[src/rtl/seven_seg_to_binary_rx.sv]
// Seven-segment receive decoder: debounces a segment pattern and returns its hex value on a val/rdy port.
// Optional SEVEN_SEG_RX_ERR_COUNT_EN adds a saturating count of transferred error codes on err_count.
module seven_seg_to_binary_rx #(
   parameter int unsigned STABLE_CYCLES = 4
) (
   input  logic       clk,
   input  logic       rst,
   input  logic [6:0] seg_in,
   output logic       out_val,
   input  logic       out_rdy,
   output logic [3:0] out_data,
   output logic       out_err
`ifdef SEVEN_SEG_RX_ERR_COUNT_EN
   ,
   output logic [7:0] err_count
`endif
);
   localparam logic [6:0] BLANK  = 7'b1111111;
   localparam logic [7:0] STABLE = 8'(STABLE_CYCLES);

   typedef enum logic [1:0] {IDLE, SETTLE, VALID} state_t;
   state_t state, state_nxt;

   logic [6:0] cand, last, held;
   logic [6:0] last_nxt, held_nxt;
   logic [7:0] count, count_nxt;
   logic       out_val_nxt, out_err_nxt;
   logic [3:0] out_data_nxt;
   logic [3:0] dec_data;
   logic       dec_err;
   logic       stable;
   logic       xfer;

   assign xfer = out_val && out_rdy;

   always_comb begin
      dec_data = '0;
      dec_err  = 1'b0;
      case (seg_in)
         7'b1000000: dec_data = 4'h0;
         7'b1111001: dec_data = 4'h1;
         7'b0100100: dec_data = 4'h2;
         7'b0110000: dec_data = 4'h3;
         7'b0011001: dec_data = 4'h4;
         7'b0010010: dec_data = 4'h5;
         7'b0000010: dec_data = 4'h6;
         7'b1111000: dec_data = 4'h7;
         7'b0000000: dec_data = 4'h8;
         7'b0010000: dec_data = 4'h9;
         7'b0001000: dec_data = 4'hA;
         7'b0000011: dec_data = 4'hB;
         7'b1000110: dec_data = 4'hC;
         7'b0100001: dec_data = 4'hD;
         7'b0000110: dec_data = 4'hE;
         7'b0001110: dec_data = 4'hF;
         default:    dec_err  = 1'b1;
      endcase
   end

   // Stability is judged on the count this edge will load, so a decode lands on edge STABLE_CYCLES.
   always_comb begin
      if (seg_in != cand)      count_nxt = 8'd1;
      else if (count == STABLE) count_nxt = count;
      else                     count_nxt = count + 8'd1;
      stable = (count_nxt == STABLE);
   end

   always_comb begin
      state_nxt    = state;
      last_nxt     = last;
      held_nxt     = held;
      out_val_nxt  = out_val;
      out_data_nxt = out_data;
      out_err_nxt  = out_err;
      case (state)
         IDLE: begin
            if (seg_in != last) state_nxt = SETTLE;
         end
         SETTLE: begin
            if (seg_in == last) begin
               state_nxt = IDLE;
            end else if (stable) begin
               if (seg_in == BLANK) begin
                  state_nxt = IDLE;
                  last_nxt  = BLANK;
               end else begin
                  state_nxt    = VALID;
                  held_nxt     = seg_in;
                  out_val_nxt  = 1'b1;
                  out_data_nxt = dec_data;
                  out_err_nxt  = dec_err;
               end
            end
         end
         VALID: begin
            // A different, possibly already-stable input re-enters SETTLE with its count intact.
            if (xfer) begin
               last_nxt    = held;
               out_val_nxt = 1'b0;
               state_nxt   = (seg_in != held) ? SETTLE : IDLE;
            end
         end
         default: state_nxt = IDLE;
      endcase
   end

   always_ff @(posedge clk or negedge rst) begin
      if (!rst) begin
         state    <= IDLE;
         cand     <= BLANK;
         count    <= '0;
         last     <= BLANK;
         held     <= BLANK;
         out_val  <= 1'b0;
         out_data <= '0;
         out_err  <= 1'b0;
      end else begin
         state    <= state_nxt;
         cand     <= seg_in;
         count    <= count_nxt;
         last     <= last_nxt;
         held     <= held_nxt;
         out_val  <= out_val_nxt;
         out_data <= out_data_nxt;
         out_err  <= out_err_nxt;
      end
   end

`ifdef SEVEN_SEG_RX_ERR_COUNT_EN
   always_ff @(posedge clk or negedge rst) begin
      if (!rst)                                  err_count <= '0;
      else if (xfer && out_err && err_count != '1) err_count <= err_count + 8'd1;
   end
`endif

endmodule

[config.mk]
export PLATFORM = sky130hd
export DESIGN_NAME = seven_seg_to_binary_rx
export DESIGN_NICKNAME = d
export VERILOG_FILES = /design/src/rtl/seven_seg_to_binary_rx.sv
export SDC_FILE = /design/constraint.sdc
export NUM_CORES = 1
export LEC_CHECK = 0
export ABC_AREA = 0
export CORE_AREA = 2 2 63 65
export CTS_CLUSTER_SIZE = 16
export DETAILED_ROUTE_END_ITERATION = 8
export DIE_AREA = 0 0 65 67
export GPL_TIMING_DRIVEN = 0
export PLACE_DENSITY = 0.83
export SETUP_SLACK_MARGIN = 0.3
export SLEW_MARGIN = 0
export SYNTH_ARGS = -nofsm -noshare
export SYNTH_HDL_FRONTEND = slang
export SYNTH_SLANG_ARGS = --single-unit
[constraint.sdc]
create_clock -name clk -period 4.6 [get_ports clk]
set_clock_uncertainty 0.05 [all_clocks]
set_input_delay 0.92 -clock clk [delete_from_list [all_inputs] [get_ports clk]]
set_output_delay 0.92 -clock clk [all_outputs]
set_load 0.02 [all_outputs]
---- Word-level counts from Yosys, hierarchy flattened ----
Index checks and enable logic that the tools add are counted.
cells by class
  bitwise logic cells ..................... 2
  multiplexer cells ....................... 21
  add/sub/neg operators ................... 1
  eq/ne operators ......................... 31
  reduce and logical (&&, ||, !) cells .... 9
operator list
  operator             count
  $pmux 4 s15          1
  $eq 7x7->1 const B   5
  $mux 7               4
  $eq 7x5->1 const B   3
  $eq 7x6->1 const B   3
  $ne 7x7->1           3
  $eq 8x3->1 const B   2
  $mux 8               2
  $reduce_or 16->1     1
  $eq 7x2->1 const B   2
  $eq 7x4->1 const B   2
  $pmux 7 s2           1
  $ne 2x2->1 const B   6
  $mux 2               5
  $reduce_and 5->1     2
  $add 8x1->8 const B  1
  $eq 7x3->1 const B   1
  $eq 7x7->1           1
  $logic_not 7->1      1
  $mux 1               6
  $pmux 2 s3           1
  $reduce_and 4->1     1
  $ne 3x3->1 const B   1
  $reduce_and 3->1     1
  7 further kinds      8
word-level totals
  input port bits ......................... 10
  register bits after elaboration ......... 37
  output and inout bits ................... 6

---- Longest topological paths before layout ----
Gate-level depths: netlist of run 1.
  depth after elaboration ................. 7
  depth in mapped cells ................... 9
  depth with buffers taken out ............ 7

---- Worst setup path after synthesis of run 1 ----
Ideal clock, no wire load.
  kind .................................... input-to-reg
  start point ............................. input seg_in[5]
  end point ............................... register out_err
  path slack .............................. 1705 ps
  buffers on the path ..................... 2
  stages .................................. 8
  arrival time ............................ 2720 ps
  cells stage by stage .................... clkbuf_1 -> xnor2_1 -> nand4_1 -> nor4_4 -> o2111a_2 -> nor3b_4 -> buf_8 -> mux2_4
between the ends
  word-level cells in the longest chain between the ends .. 4
  elaborated cells on any way between the ends .. 26
RTL lines
  what                        line  text
  start, declared             8     input logic [6:0] seg_in,
  $ne 7x7->1                  62    if (seg_in != cand) count_nxt = 8'd1;
  $mux 8                      62
  $eq 8x3->1                  65    stable = (count_nxt == STABLE);
  $reduce_and 4->1 (no line)  --
  end signal, assigned        125   out_err <= out_err_nxt;
  end, declared               12    output logic out_err
Several ways; a longest one is shown, not always the timed one.
A chain may end at the register's enable or synchronous reset.

---- Worst setup path in the final report of run 1 ----
Same ends and word-level chain as after synthesis.

==> results of run 1 <==
## cell families (layout without fill, tap and decap cells)
group	count (synthesis)	in the layout	synth area share (%)
mux	20	20	10.73
xor+xnor	30	30	11.68
buf+inv	22	45	4.894
compound gates	30	30	10.01
simple gates	75	75	19.24
fa+ha+maj	2	2	1.112
flops	37	37	42.32
## layout make-up
type                       instances  area, um2
tap                               48      60.06
timing repair buffer              15      145.1
sequential                        37      952.2
inverter                           5      18.77
multi-input combinational        157       1187
fill                             290       1061
clock buffer                       8      90.09
buffer                            17      91.34
## worst min-delay path by stage
stage | start | end | slack, ns | cells past startpoint
finish | out_data[0]$_DFFE_PN0P_ | out_data[0]$_DFFE_PN0P_ | 0.46 | 1
global route | out_err$_DFFE_PN0P_ | out_err$_DFFE_PN0P_ | 0.48 | 1
CTS | out_data[0]$_DFFE_PN0P_ | out_data[0]$_DFFE_PN0P_ | 0.47 | 1
detailed placement | out_data[0]$_DFFE_PN0P_ | out_data[0]$_DFFE_PN0P_ | 0.45 | 1
global placement | out_data[0]$_DFFE_PN0P_ | out_data[0]$_DFFE_PN0P_ | 0.44 | 1
floorplan | held[6]$_DFFE_PN1P_ | last[6]$_DFFE_PN1P_ | 0.48 | 2
## metrics by stage
stage | instances | setup slack, ns | cell area (um2) | hold slack, ns | power, mW
after CTS | 287 | 1.084 | 2545 | 0.4657 | 0.6332
after global placement | 279 | 0.8116 | 2460 | 0.4408 | 0.4002
after global routing | 287 | 0.9382 | 2545 | 0.4824 | 0.6519
after floorplan | 216 | 1.705 | 2250 | 0.4837 | 0.3767
final | 287 | 1.091 | 2545 | 0.4593 | 0.6282
after detailed placement | 279 | 0.7861 | 2455 | 0.4492 | 0.4009
## metal layers
| metal | GRT usage (%) | routed length, um | vias up |
|---|---|---|---|
| met5 | 0 | 0 | - |
| met4 | 9.309 | 87 | 0 |
| met3 | 5.236 | 218 | 10 |
| met2 | 39.18 | 2172 | 55 |
| met1 | 29.57 | 1897 | 810 |
| li1 | - | - | 799 |
## cells in the final DEF (no fill, tap or decap), types with 6 or more instances in the layout
cell,Yosys,routed
nor2_1,15,15
dfrtp_1,16,16
mux2_4,7,7
nand2_1,14,14
clkbuf_8,0,6
dfstp_2,21,21
clkdlybuf4s50_1,0,14
xor2_1,10,10
nand3_1,9,9
xnor2_1,20,20
nand4_1,8,8
mux2i_1,8,8
clkbuf_1,9,11
## registers in the layout, summed over array words and instances, names as in the netlist
register / flops
count: 8
cand: 7
held: 7
last: 7
out_data: 4
state: 2
out_err: 1
out_val: 1
## power by group
part	internal (mW)	switching (mW)	total (mW)	leakage [nW]
logic	0.0240	0.0385	0.0625	0.581
registers	0.332	0.00167	0.333	0.426
clock network	0.122	0.110	0.232	0.0455
==> results by group, run 1 <==
Synthesis
  – Post-Synthesis Net Count: 228
  – Register area share after synthesis: a little over two fifths
  – Predominant post-synthesis flop cell: dfstp_2
  – Area fraction of the dominant cell type after synthesis: 24.53%
  – Post-synthesis register bit count: 37
  – Total standard cell area after synthesis: 2250 um2
  – Number of synthesized flops with an enable pin: 0
  – Post-synth cell types: 51
  – Most frequently used cell type in the post-synthesis netlist: dfstp_2
  – FFs w/ async S/R, synth: 100.0%
  – Post-synthesis area per instance: 10.42 um2
  – Most instantiated cells after synthesis: dfstp_2 (21), xnor2_1 (20), dfrtp_1 (16)
  – Count of mapped cells out of synthesis: approximately 220
  – Synth warnings: 0
  – Most area-consuming cells after synthesis: dfstp_2 (25%), dfrtp_1 (18%), xnor2_1 (7.8%)
  – Cell type with the largest total area after synthesis: dfstp_2

Worst hold path
  – Worst hold path class: reg2reg

Worst setup path
  – Type of the setup path with the least slack: in2reg
  – Chain of cells forming the critical path: clkdlybuf4s50_1 > clkbuf_1 > xnor2_1 > nand4_1 > nor4_4 > o2111a_2 > nor3b_4 > buf_8 > mux2_4
  – Startpoint kind of the worst setup timing path: primary input
  – Crit path launch: seg_in[5]
  – Data arrival at the endpoint of the critical path: about 3.6 ns
  – FF-to-FF setup slack: 1.77 ns
  – Worst r2r path cells: 9
  – Critical path's top delay family: buffers and inverters
  – Critical path data required time: ~4.7 ns
  – Buffering stage count on the worst path with inverters included: 3
  – Terminus of the critical flop-to-flop path: out_err$_DFFE_PN0P_
  – Termination of the worst setup path: out_err$_DFFE_PN0P_
  – Delay of the slowest cell on the worst path: 0.48 ns
  – Crit path capture type: register
  – Worst path depth: 9
  – Crit path max fanout: 10
  – Beginning of the worst register-to-register path: count[0]$_DFF_PN0_
  – CP max-delay cell: clkdlybuf4s50_1

Floorplanning
  – Initial core utilization: 62.39%
  – Die area: 4355 um2
  – Count of standard-cell rows: 22
  – Chip width: 65 um
  – Core region area: about 3600 um2
  – I/O pin total: 16
  – Vertical die dimension: 67 um

Detailed routing
  – Post-detailed-route wirelength per cell: 15.25 um
  – Detailed-route wire length: between 4000 and 5000 um
  – Violation count after the first detailed-route iteration: 72
  – Total DRC errors in the routed layout: 0
  – Via total after detailed routing: roughly 1700
  – Per-cell via count in the routed design: 5.833
  – First-pass iteration count of the detailed router: 6
  – Remaining number of nets flagged by the antenna check after routing: 0

Timing
  – Crit path time final: 3.509 ns
  – Setup TNS: 0 ns
  – Relative slew slack: 48.52%
  – Slew @ Worst Pin: 0.7721 ns
  – Final number of hold-violating endpoints: 0
  – Final-report setup violation count: 0
  – Final Max Tran Viols: 0
  – Unrepaired setup endpoints after global routing: false
  – Tcrit/Tclk final: about three quarters
  – Highest clock rate: 0.2850 GHz

Finish
  – Synthesis-to-finish area growth: 13.13%
  – Post-layout utilization of the core: between 70% and 80%
  – Final #Nets: 250
  – # diodes: 0
  – Proportion of layout cells with a drive suffix above 1: a little over a fifth

Clocking
  – Clock latency on the worst-skew pair: 0.29 ns
  – Clock edge transition at the registers on the reported setup and hold paths: approximately 0.08 ns
  – Hold buffers post-CTS: 0
  – TritonCTS buffer count: 5
  – Post CTS Setup Buffer Count: 0
  – Clk buf depth: 2
  – Cts repair resizes: 0
  – H-tree depth: 2
  – CTS tree: built
  – Clock net sink count: 37
  – CTS Root Buffer Type: clkbuf_8

Power
  – Max IR drop VDD: 0.0001850 V
  – Leakage dissipation: 1.053 nW
  – Ratio of total power to cell area: 246.9 nW/um2

GRT
  – Vias in the first global route: 1596
  – Largest net degree at the start of global routing: 38
  – Wire length of the first global-routing pass: 7659 um
  – Global-route usage over all layers: between 20% and 30%
  – Antenna violations before repair: 0
  – GR Overflow Total: 0

Job
  – Count of max-cap constraint violations: 0

Placement
  – Estimated wirelength of the detail-placed design: 3113 um
  – PortBufs: 15
  – Final weighted congestion in routability-driven placement: between 0.8 and 0.9

Outcome
  – Run status: completed
No activity file was read; power rests on OpenSTA's default activity.
==> run 2, diff against run 1 <==
Settings changed: CORE_AREA 2 2 63 65 to 2 2 69 71, DIE_AREA 0 0 65 67 to 0 0 71 73, PLACE_DENSITY 0.83 to 0.73.
Clock period 4.6 ns to 3 ns, I/O delays scaled along.
==> results by group, run 2 (same netlist as run 1, synthesis figures left out) <==
Power
  – Max IR drop VDD: 0.0001860 V
  – Ratio of total power to cell area: 350.8 nW/um2
  – Pwr Total: 0.9600 mW
  – Leakage dissipation: 1.182 nW

Placement
  – PortBufs: 15
  – Pre-CTS worst setup slack: -0.5353 ns
  – Final weighted congestion in routability-driven placement: 0.8784
  – Estimated wirelength of the detail-placed design: 3167 um
  – Placed cell count: 285

Clocking
  – Clock latency on the worst-skew pair: 0.29 ns
  – Clk buf depth: 2
  – CTS tree: built
  – Clock net sink count: 37
  – Clock edge transition at the registers on the reported setup and hold paths: approximately 0.08 ns
  – CTS Root Buffer Type: clkbuf_8
  – H-tree depth: 2
  – Hold buffers post-CTS: 0
  – TritonCTS buffer count: 5

Floorplanning
  – Vertical die dimension: 73 um
  – I/O pin total: 16
  – Count of standard-cell rows: 25
  – Chip width: 71 um
  – Core region area: 4536 um2
  – Initial core utilization: 49.60%
  – Die area: around 5200 um2

Detailed routing
  – Via total after detailed routing: ~1700
  – Detailed-route wire length: between 4000 and 5000 um
  – Per-cell via count in the routed design: around 5.6
  – Total DRC errors in the routed layout: 0
  – Remaining number of nets flagged by the antenna check after routing: 0
  – First-pass iteration count of the detailed router: 4
  – Violation count after the first detailed-route iteration: 128
  – Post-detailed-route wirelength per cell: around 15 um

Worst hold path
  – Worst hold path class: in2async

GRT
  – Antenna violations before repair: 0
  – Largest net degree at the start of global routing: 38
  – GR Overflow Total: 0
  – Global-route usage over all layers: 20.70%
  – Vias in the first global route: ~1700
  – Wire length of the first global-routing pass: around 8400 um

Worst setup path
  – Delay of the slowest cell on the worst path: 0.40 ns
  – Data arrival at the endpoint of the critical path: 2.75 ns
  – Crit path max fanout: 5
  – Critical path's top delay family: compound AO/OA/AOI/OAI gates
  – Type of the setup path with the least slack: reg2reg
  – Crit path capture type: register
  – Buffering stage count on the worst path with inverters included: 3
  – Dominant cell type by count on the critical path: buf_6
  – Worst r2r path cells: 10
  – Startpoint kind of the worst setup timing path: register
  – Chain of cells forming the critical path: ha_1 > buf_2 > xnor2_1 > nand4_1 > a2111oi_2 > o2111a_2 > nor3b_4 > buf_6 > buf_6 > mux2_2
  – FF-to-FF setup slack: 0.39 ns
  – Critical path data required time: 3.13 ns
  – CP max-delay cell: dfrtp_2
  – Worst path depth: 10

Finish
  – Final cell count without fillers: 306
  – Register ranked first by flip-flop count: count
  – Most frequent cells in the layout: dfstp_2 (21), xnor2_1 (19), nor2_1 (15)
  – Post-layout utilization of the core: approximately three fifths
  – Most common cell after layout, fill and taps aside: dfstp_2
  – Synthesis-to-finish area growth: 21.63%
  – # diodes: 0
  – Flip-flop count of the largest register after layout: 8
  – Final #Nets: between 200 and 300
  – Proportion of layout cells with a drive suffix above 1: 30.16%
  – Filler instances: approximately 380

Timing
  – Relative slew slack: about 46%
  – Slack of the critical path: 0.3869 ns
  – Crit path time final: 2.613 ns
  – Setup TNS: 0 ns
  – Unrepaired setup endpoints after global routing: false
  – Highest clock rate: ~0.38 GHz
  – Final-report setup violation count: 0
  – Final Max Tran Viols: 0
  – Slew @ Worst Pin: a little over 0.8 ns
  – Final number of hold-violating endpoints: 0
  – Tcrit/Tclk final: 87.10%

Outcome
  – Run status: completed

Job
  – Count of max-cap constraint violations: 0
## run 2: changes by cell type in the layout (fill, tap and decap cells not counted), sizes merged
cell	previous run	this run
buf	9	23
bufbuf	0	1
clkbuf	17	12
clkdlybuf4s50	14	8
clkinv	0	2
dlygate4sd2	0	4
dlymetal6s2s	0	2
inv	5	6
## run 2: what timing repair did
action                                  CTS  global route
pin swaps                                 3             5
cloned                                    1             0
gates resized for setup                  20             9
endpoints found under the setup margin   14            11
setup buffers                            11             1
## run 2: worst paths after layout
kind | startpoint | endpoint
max | count[0]$_DFF_PN0_ | out_data[3]$_DFFE_PN0P_
min reg2reg | out_data[1]$_DFFE_PN0P_ | out_data[1]$_DFFE_PN0P_
min | rst | out_data[1]$_DFFE_PN0P_
max in group asynchronous | rst | count[0]$_DFF_PN0_
min in group clk | seg_in[6] | cand[6]$_DFF_PN1_
max reg2reg | count[0]$_DFF_PN0_ | out_data[3]$_DFFE_PN0P_
## run 2: routing by layer
metal	global-route usage, %	share of wire (%)	wire, um	vias up
met5	0	0	0	-
met4	6.080	0.93	44	0
met3	4.972	4.0	190	5
met2	33.13	49	2297	38
met1	28.08	46	2177	846
li1	-	-	-	826
## run 2: final cells by class
type | instances | area, um2 | area share (%)
Multi-Input combinational cell | 157 | 1202 | 43.94
Sequential cell | 37 | 954.7 | 34.89
Timing Repair Buffer | 28 | 275.3 | 10.06
Buffer | 17 | 132.6 | 4.847
Clock buffer | 5 | 68.82 | 2.515
Tap cell | 54 | 67.56 | 2.469
Inverter | 5 | 18.77 | 0.6859
Clock inverter | 3 | 16.27 | 0.5944
## run 2: power by group
group	total (mW)	switching [mW]	internal [mW]
logic	0.104	0.0614	0.0431
clock network	0.344	0.183	0.161
registers	0.511	0.00257	0.509
## run 2: worst reg2reg max path: cells and delay by family (launching register included)
family / cells / cell delay, ns
multiplexers: 1 / 0.32
buffers and inverters: 3 / 0.43
adder cells (fa/ha/maj): 1 / 0.19
flip-flops: 1 / 0.40
XOR/XNOR: 1 / 0.15
AO/OA/AOI/OAI: 2 / 0.58
AND/OR/NAND/NOR: 2 / 0.38
## run 2: stage by stage
stage	hold slack (ns)	cell area [um2]
floorplan	0.2544	2250
global placement	0.4436	2467
detailed placement	0.4508	2462
CTS	0.3752	2703
global route	0.4020	2736
finish	0.3446	2736
==> run 3, diff against run 2 <==
Settings changed: CORE_AREA 2 2 69 71 to 2 2 66 68, DIE_AREA 0 0 71 73 to 0 0 68 70, PLACE_DENSITY 0.73 to 0.76.
Clock period 3 ns to 2.9 ns, I/O delays scaled along.
==> results by group, run 3 (same netlist as run 1, synthesis figures left out) <==
GRT
  – Global-route usage over all layers: 22.52%
  – GR Overflow Total: 0
  – Antenna violations before repair: 0
  – Vias in the first global route: 1675
  – Met1 Usage GRT: a little under a third
  – GR Layer Usage met2: between 30 and 40%
  – Most Crowded Layer GR: met2
  – Wire length of the first global-routing pass: between 8000 and 9000 um
  – Largest net degree at the start of global routing: 38
  – Global Route met3 Usage: under 10%

Job
  – Count of max-cap constraint violations: 0

Worst setup path
  – Worst r2r path cells: 11
  – Beginning of the worst register-to-register path: count[0]$_DFF_PN0_
  – Type of the setup path with the least slack: reg2reg
  – Critical path data required time: 3.04 ns
  – Crit path max fanout: 5
  – Data arrival at the endpoint of the critical path: 2.77 ns
  – Crit path capture type: register
  – Startpoint kind of the worst setup timing path: register
  – Terminus of the critical flop-to-flop path: out_err$_DFFE_PN0P_
  – FF-to-FF setup slack: about 0.26 ns

Finish
  – Flip-flop count of the largest register after layout: 8
  – Post-layout utilization of the core: 68.84%
  – Synthesis-to-finish area growth: 26.81%
  – Final #Nets: 270
  – Proportion of layout cells with a drive suffix above 1: 32.82%
  – Most frequent cells in the layout: dfstp_2 (21), buf_4 (20), xnor2_1 (19)
  – Final cell count without fillers: 311
  – Filler instances: 308
  – # diodes: 0
  – Most common cell after layout, fill and taps aside: dfstp_2
  – Register ranked first by flip-flop count: count
  – Area of the multi-input gates: between 1000 and 1500 um2
  – Area taken by flip-flops and latches: 954.7 um2

Clocking
  – Clk buf depth: 2
  – TritonCTS buffer count: 5
  – CTS Root Buffer Type: clkbuf_8
  – CTS tree: built
  – Clock latency on the worst-skew pair: 0.30 ns
  – Clock net sink count: 37
  – Clock edge transition at the registers on the reported setup and hold paths: 0.08 ns
  – H-tree depth: 2

Worst hold path
  – Worst hold path class: in2async

Power
  – Logic gate share of total power: about 9.8%
  – Ratio of total power to cell area: 398.6 nW/um2
  – Max IR drop VDD: 0.0002691 V
  – Switching share of power: 22.64%
  – Portion of total power attributed to sequential cells: approximately 47%
  – Portion of total power attributed to the clock network: 43.7%
  – Leakage dissipation: about 1.2 nW
  – Cell internal pwr: 0.8796 mW
  – Net switching power of the design: 0.2574 mW

Timing
  – Tcrit/Tclk final: 90.90%
  – Final Max Tran Viols: 0
  – Unrepaired setup endpoints after global routing: true
  – Crit path time final: between 2 and 3 ns
  – Final number of hold-violating endpoints: 0
  – Relative slew slack: 47.32%
  – Slew @ Worst Pin: 0.7901 ns
  – Final-report setup violation count: 0
  – Highest clock rate: 0.3793 GHz

Detailed routing
  – Via total after detailed routing: 1733
  – Remaining number of nets flagged by the antenna check after routing: 0
  – Detailed-route wire length: approximately 5000 um
  – First-pass iteration count of the detailed router: 4
  – Post-detailed-route wirelength per cell: about 16 um
  – Total DRC errors in the routed layout: 0
  – Per-cell via count in the routed design: around 5.6
  – Violation count after the first detailed-route iteration: 109

Floorplanning
  – I/O pin total: 16
  – Count of standard-cell rows: 24
  – Chip width: roughly 68 um
  – Vertical die dimension: 70 um
  – Core region area: just over 4000 um2
  – Initial core utilization: between 50% and 60%
  – Die area: 4760 um2

Outcome
  – Run status: completed

Placement
  – Estimated wirelength of the detail-placed design: 3030 um
  – PortBufs: 15
  – Final weighted congestion in routability-driven placement: 0.8877
  – Placed cell count: between 200 and 300
==> run 3: area by class of cell <==
cell class | instances | share of cell area, %
multi-input combinational | 157 | 43.03
inverter | 5 | 0.6579
clock inverter | 2 | 1.228
clock buffer | 6 | 3.289
sequential | 37 | 33.46
timing repair buffer | 35 | 11.10
tap | 52 | 2.281
buffer | 17 | 4.956
==> run 3: worst max path at each step <==
stage                       startpoint                  end  cells past startpoint
global placement             seg_in[5]  out_err$_DFFE_PN0P_                      9
global route        count[0]$_DFF_PN0_  out_err$_DFFE_PN0P_                     11
CTS                 count[0]$_DFF_PN0_  out_err$_DFFE_PN0P_                     10
detailed placement           seg_in[5]  out_err$_DFFE_PN0P_                      9
finish              count[0]$_DFF_PN0_  out_err$_DFFE_PN0P_                     11
floorplan                    seg_in[5]  out_err$_DFFE_PN0P_                      8
==> run 3: critical path: stages (launching register included) <==
cell,delay (ns)
dfrtp_2,0.43
buf_4,0.13
buf_4,0.14
inv_1,0.11
ha_1,0.18
nand3_1,0.17
mux2_2,0.28
o2111a_2,0.19
nor3b_4,0.26
buf_6,0.15
buf_8,0.12
mux2_4,0.30
==> run 3: repair_timing <==
item                                    CTS  global route
cloned                                    1             0
setup buffers                            13             6
hold buffers                              0             0
endpoints found under the setup margin   21            14
gates resized for setup                  22            15
pin swaps                                 4             6
==> run 3: routing by layer <==
| layer | vias up | share of wire (%) |
|---|---|---|
| met5 | - | 0 |
| met4 | 0 | 1.2 |
| met3 | 8 | 4.7 |
| met2 | 57 | 48 |
| met1 | 826 | 46 |
| li1 | 842 | - |
==> run 3: metrics by stage <==
| stage | setup slack [ns] | TNS, ns | hold WS [ns] | cell area, um2 | power (mW) |
|---|---|---|---|---|---|
| after floorplan | 0.3446 | 0 | 0.2344 | 2250 | 0.5975 |
| after global placement | -0.5774 | -6.495 | 0.4413 | 2465 | 0.6359 |
| after detailed placement | -0.6142 | -7.163 | 0.4484 | 2460 | 0.6363 |
| after CTS | 0.3108 | 0 | 0.3383 | 2764 | 1.140 |
| after global routing | 0.1698 | 0 | 0.3577 | 2853 | 1.187 |
| final | 0.2638 | 0 | 0.3118 | 2853 | 1.137 |
==> run 3: power by group through the flow <==
stage	combinational, mW	sequential [mW]	clock, mW
2_1_floorplan	0.0602	0.537	0
6_report	0.112	0.529	0.497
5_1_grt	0.122	0.529	0.536
3_3_place_gp	0.0983	0.538	0
4_1_cts	0.107	0.529	0.504
3_5_place_dp	0.0986	0.538	0
